## src/rtl/friscv_rv32i_prefetch_pkg.sv

```systemverilog
`default_nettype none
//==============================================================================
// Module : friscv_rv32i_prefetch_pkg
// Brief  : Shared constants for the instruction prefetch buffer.
// Rev    : 1.0
//==============================================================================
package friscv_rv32i_prefetch_pkg;

  localparam int PF_DEPTH    = 4;
  localparam int PF_WORD_INC = 4;

  function automatic int pf_cnt_width(input int depth);
    return $clog2(depth) + 1;
  endfunction

endpackage
`default_nettype wire

```

## src/rtl/friscv_pf_buffer.sv

```systemverilog
`default_nettype none
//==============================================================================
// Module : friscv_pf_buffer
// Brief  : DEPTH x XLEN synchronous FIFO with flush-to-empty, count and head.
// Rev    : 1.0
//==============================================================================
module friscv_pf_buffer
  import friscv_rv32i_prefetch_pkg::*;
#(
  parameter int DEPTH = PF_DEPTH,
  parameter int XLEN  = 32
)(
  input  logic                             aclk,
  input  logic                             srst,
  input  logic                             flush_i,
  input  logic                             push_i,
  input  logic [XLEN-1:0]                  wdata_i,
  input  logic                             pop_i,
  output logic [pf_cnt_width(DEPTH)-1:0]   count_o,
  output logic [XLEN-1:0]                  head_o
);

  localparam int AW = $clog2(DEPTH);
  localparam int CW = pf_cnt_width(DEPTH);

  logic [XLEN-1:0] mem_q [DEPTH];
  logic [AW-1:0]   wr_ptr_q;
  logic [AW-1:0]   rd_ptr_q;
  logic [CW-1:0]   count_q;

  always_ff @(posedge aclk) begin
    if (srst || flush_i) begin
      wr_ptr_q <= '0;
      rd_ptr_q <= '0;
      count_q  <= '0;
    end else begin
      if (push_i) wr_ptr_q <= wr_ptr_q + AW'(1);
      if (pop_i)  rd_ptr_q <= rd_ptr_q + AW'(1);
      case ({push_i, pop_i})
        2'b10:   count_q <= count_q + CW'(1);
        2'b01:   count_q <= count_q - CW'(1);
        default: count_q <= count_q;
      endcase
    end
  end

  always_ff @(posedge aclk) begin
    if (push_i && !flush_i) mem_q[wr_ptr_q] <= wdata_i;
  end

  assign count_o = count_q;
  assign head_o  = mem_q[rd_ptr_q];

endmodule
`default_nettype wire

```

## src/rtl/friscv_rv32i_prefetch.sv

```systemverilog
`default_nettype none
//==============================================================================
// Module : friscv_rv32i_prefetch
// Brief  : Sequential instruction prefetcher with zero-cycle hits and flush.
// Rev    : 1.0
//==============================================================================
module friscv_rv32i_prefetch
  import friscv_rv32i_prefetch_pkg::*;
#(
  parameter int               ADDRW     = 16,
  parameter int               XLEN      = 32,
  parameter logic [ADDRW-1:0] BOOT_ADDR = '0,
  parameter int               DEPTH     = PF_DEPTH
)(
  input  logic             aclk,
  input  logic             srst,
  input  logic             inst_en,
  input  logic [ADDRW-1:0] inst_addr,
  output logic [XLEN-1:0]  inst_rdata,
  output logic             inst_ready,
  output logic             mem_req,
  output logic [ADDRW-1:0] mem_addr,
  input  logic             mem_rvalid,
  input  logic [XLEN-1:0]  mem_rdata
);

  localparam int               CW       = pf_cnt_width(DEPTH);
  localparam logic [ADDRW-1:0] WORD_INC = ADDRW'(PF_WORD_INC);

  logic [ADDRW-1:0] fetch_addr_q, fetch_addr_d;
  logic [ADDRW-1:0] exp_addr_q, exp_addr_d;
  logic [CW-1:0]    inflight_q, inflight_d;
  logic [CW-1:0]    discard_q, discard_d;
  logic [CW-1:0]    inflight_next, discard_next;
  logic [CW-1:0]    count;
  logic [CW:0]      occupancy;
  logic [XLEN-1:0]  head;
  logic [ADDRW-1:0] target;
  logic             flush, hit, ret_live, push;

  assign target    = inst_addr & ~ADDRW'(3);
  assign flush     = inst_en && (target != exp_addr_q);
  assign occupancy = {1'b0, count} + {1'b0, inflight_q};
  // One slot per outstanding live read is reserved, so a return never finds the FIFO full.
  assign mem_req   = !srst && !flush && (occupancy < (CW+1)'(DEPTH));
  assign hit       = !srst && inst_en && !flush && (count != '0);
  assign ret_live  = mem_rvalid && (discard_q == '0);
  assign push      = ret_live && !flush;

  assign inst_ready = hit;
  assign inst_rdata = (count != '0) ? head : '0;
  assign mem_addr   = fetch_addr_q;

  always_comb begin
    inflight_next = inflight_q - CW'(ret_live) + CW'(mem_req);
    discard_next  = discard_q - CW'(mem_rvalid && (discard_q != '0));
    fetch_addr_d  = mem_req ? fetch_addr_q + WORD_INC : fetch_addr_q;
    exp_addr_d    = hit ? exp_addr_q + WORD_INC : exp_addr_q;
    inflight_d    = inflight_next;
    discard_d     = discard_next;
    if (flush) begin
      fetch_addr_d = target;
      exp_addr_d   = target;
      inflight_d   = '0;
      discard_d    = discard_next + inflight_next;
    end
  end

  always_ff @(posedge aclk) begin
    if (srst) begin
      fetch_addr_q <= BOOT_ADDR;
      exp_addr_q   <= BOOT_ADDR;
      inflight_q   <= '0;
      discard_q    <= '0;
    end else begin
      fetch_addr_q <= fetch_addr_d;
      exp_addr_q   <= exp_addr_d;
      inflight_q   <= inflight_d;
      discard_q    <= discard_d;
    end
  end

  friscv_pf_buffer #(
    .DEPTH (DEPTH),
    .XLEN  (XLEN)
  ) u_buffer (
    .aclk    (aclk),
    .srst    (srst),
    .flush_i (flush),
    .push_i  (push),
    .wdata_i (mem_rdata),
    .pop_i   (hit),
    .count_o (count),
    .head_o  (head)
  );

endmodule
`default_nettype wire

```

## config.mk

```make
export PLATFORM = sky130hd
export DESIGN_NAME = friscv_rv32i_prefetch
export DESIGN_NICKNAME = d
export VERILOG_FILES = /design/src/rtl/friscv_rv32i_prefetch_pkg.sv /design/src/rtl/friscv_pf_buffer.sv /design/src/rtl/friscv_rv32i_prefetch.sv
export SDC_FILE = /design/constraint.sdc
export NUM_CORES = 1
export LEC_CHECK = 0
export BUFFER_PORTS_ARGS = -buffer_cell sky130_fd_sc_hd__buf_2
export CORE_ASPECT_RATIO = 1.5
export CORE_MARGIN = 2
export CORE_UTILIZATION = 35
export DETAILED_ROUTE_END_ITERATION = 10
export SYNTH_ARGS = -nofsm -noshare
export SYNTH_HDL_FRONTEND = slang
export SYNTH_SLANG_ARGS = --single-unit
```

## constraint.sdc

```tcl
create_clock -name aclk -period 4.6 [get_ports aclk]
set_input_delay 0.46 -clock aclk [delete_from_list [all_inputs] [get_ports aclk]]
set_output_delay 0.46 -clock aclk [all_outputs]
set_load 0.02 [all_outputs]
```

==> impl_metrics.ini <==
[status]
status = finished clean

[sta]
max_freq_ghz = 0.289
finalWorstSetupSlack_ns = 1.14
setup-tns-final_ns = 0
clock_skew_ns = 0.0103
rsz0062_at_grt = false
slew_headroom_pct = 31.9
min_period_over_period_pct = 75.2
period_minus_slack_ns = 3.46
timing_hold_violations_final = 0
hold-worst-slack_ns = 0.242
setup_violations = 0
worstMarginPinSlew_ns = 1.01
slew_violations = 0

[placement]
postPlaceCellArea_um2 = 8410
post-place-ws_ns = 0.974
portBuffers = 97
gp_congestion = 0.842
placedCellCount = 894
hpwl_um = 11100

[critical_path]
worst_setup_path_start_kind = flop
r2r_setup_slack_ns = 1.14
critPathMaxFanout = 4
cp.required_ns = 4.90
rr_worst_depth = 13
setup.worst_path.end = discard_q[2]
r2r-start = exp_addr_q[7]
cp_data_arrival_time_ns = 3.76
crit_start = exp_addr_q[7]
path_class = flop to flop
rr_endpoint = discard_q[2]
cp-end-kind = flop

[cts]
path_clk_slew_ns = 0.07
htreeDepth = 4
clk_path_buf_depth = 2
clk_latency_ns = 0.43
cts_tree = yes
hold_buffers = 0
clock_sinks = 171
post_cts_buffers = 0
cts_root_buf = clkbuf_16
ctsResizeCount = 0
numCtsBuffers = 17

[cells_and_area]
multi_input_area_um2 = 2700
final_area_um2 = 9040
final_nets = 710
diodes = 0
nFillCells = 1977
seqCellArea_um2 = 4710
layout-drive-gt1-share_pct = 28.4
instances_no_fill = 926
utilization_pct = 41.9
area_growth_pct = 18.6

[logic_synthesis]
synth_edf_count = 128
synth.top_cell.area_share_pct = 50.5
syn_area_per_cell_um2 = 14.0
synth_top_area_cell = edfxtp_1
ys_types = 54
synthCells = 543
ys_warn_count = 0
yosys-top-cells-area = edfxtp_1 (50%), dfxtp_1 (11%), mux4_2 (9.5%), and2_1 (2.9%), xor2_1 (2.4%)
ys_seq_area_share_pct = 61.8
syn_area_um2 = 7620
ys.flop_type = edfxtp_1
yosysMostFrequentCell = edfxtp_1
synth.cells.most_frequent = edfxtp_1 (128), dfxtp_1 (43), and2_1 (35)
ys_seq_elements = 171
async_flop_share_pct = 0

[floorplan]
die-area_um2 = 23000
die_w_um = 124
die_y_um = 185
io_pins = 102
coreArea_um2 = 21600
placementRows = 66
start_util_pct = 35.3

[detailed_routing]
wl_um = 16800
drt_iter0_drc = 227
drcViolationCount = 0
wl_per_cell_um = 18.1
ant_nets = 0
firstDrtPassIters = 4
vias = 4837
viasPerCell = 5.22

[power_and_ir_drop]
p_per_area_nw_per_um2 = 416
p_leak_nw = 3.22
total_power_mw = 3.76
ir_drop_mv = 0.263

[global_routing]
grtUsageTotal_pct = 15.2
grt_pass1_vias = 5164
grt_max_degree = 41
grt_first_pass_wirelength_um = 27100
antenna_found_initial = 2
grt_remaining_overflow = 0

[hold_path]
worstHoldStart = mem_rdata[18]
hold_class = input pin to flop

[flow_run]
max_cap_viol_count = 0
where the power goes:
part / internal (mW) / switching [mW] / leakage, nW
Clock: 0.915 / 0.601 / 0.296
Combinational: 0.192 / 0.266 / 1.41
Sequential: 1.74 / 0.0448 / 1.51
Total: 2.85 / 0.912 / 3.22
layout by cell type (no fill, tap or decap), types with 3 or more instances in the layout:
cell type / synthesis / final
a211oi_1: 6 / 6
a21oi_1: 19 / 19
a31oi_1: 7 / 7
and2_1: 35 / 35
and3_1: 7 / 3
and3_2: 1 / 5
buf_2: 8 / 97
buf_4: 2 / 12
bufinv_16: 0 / 4
clkbuf_16: 0 / 17
clkinv_4: 0 / 3
dfxtp_1: 43 / 41
edfxtp_1: 128 / 128
fa_1: 3 / 3
ha_1: 14 / 14
inv_1: 23 / 23
inv_6: 0 / 3
mux2i_1: 3 / 3
mux4_2: 32 / 32
nand2_1: 25 / 25
nand3_1: 16 / 16
nand4_1: 12 / 12
nor2_1: 16 / 16
nor2b_1: 3 / 3
nor3_1: 22 / 22
nor4_1: 4 / 4
nor4_2: 3 / 3
o21ai_0: 10 / 10
o31ai_1: 7 / 7
or4_1: 4 / 4
xnor2_1: 15 / 15
xor2_1: 21 / 21
registers in the layout, summed over array words and instances, names as in the netlist, named ones only:
register and count:
discard_q 3, exp_addr_q 14, inflight_q 3, mem_addr 14
u_buffer.count_o 3, u_buffer.mem_q 128, u_buffer.rd_ptr_q 2, u_buffer.wr_ptr_q 2
metal layers:
metal	vias to the layer above	GRT usage (%)	routed length, um
li1	2259	-	-
met1	2403	16.6	6530
met2	140	27.9	9000
met3	31	3.95	844
met4	4	6.34	353
met5	-	0	26
worst min-delay path by stage:
stage	to	slack [ns]	cells after the start
floorplan	flop	0.47	2
finish	u_buffer.mem_q[3][18]	0.24	1
global placement	u_buffer.rd_ptr_q[0]	0.48	2
global route	u_buffer.mem_q[3][30]	0.22	1
CTS	u_buffer.mem_q[1][5]	0.22	1
detailed placement	flop	0.52	2
logic make-up after synthesis:
| logic type | share of synthesized area [%] |
|---|---|
| buffers and inverters | 2.89 |
| AO/OA/AOI/OAI | 6.16 |
| XOR/XNOR | 4.14 |
| other | 0.0492 |
| adder cells (fa/ha/maj) | 3.09 |
| multiplexers | 9.85 |
| AND/OR/NAND/NOR | 12.1 |
| flip-flops | 61.8 |
area by class of cell:
type                    instances  area share [%]
inverters                      23           0.955
well taps                     272            3.77
multi-input cells             319            29.9
clock buffers                  19            4.79
repair buffers                109            6.37
clock inverters                13            2.12
flip-flops and latches        171            52.1
worst max-delay path: stages (launching register included):
cell     delay (ns)
dfxtp_1        0.43
xor2_1         0.15
nor4_2         0.47
and4_1         0.33
nor2_1         0.07
nor2_1         0.17
ha_1           0.17
inv_1          0.05
fa_1           0.49
inv_1          0.06
fa_1           0.43
xnor2_1        0.23
nand4_1        0.11
nor3b_1        0.16
Power figures use the tool's default switching activity.
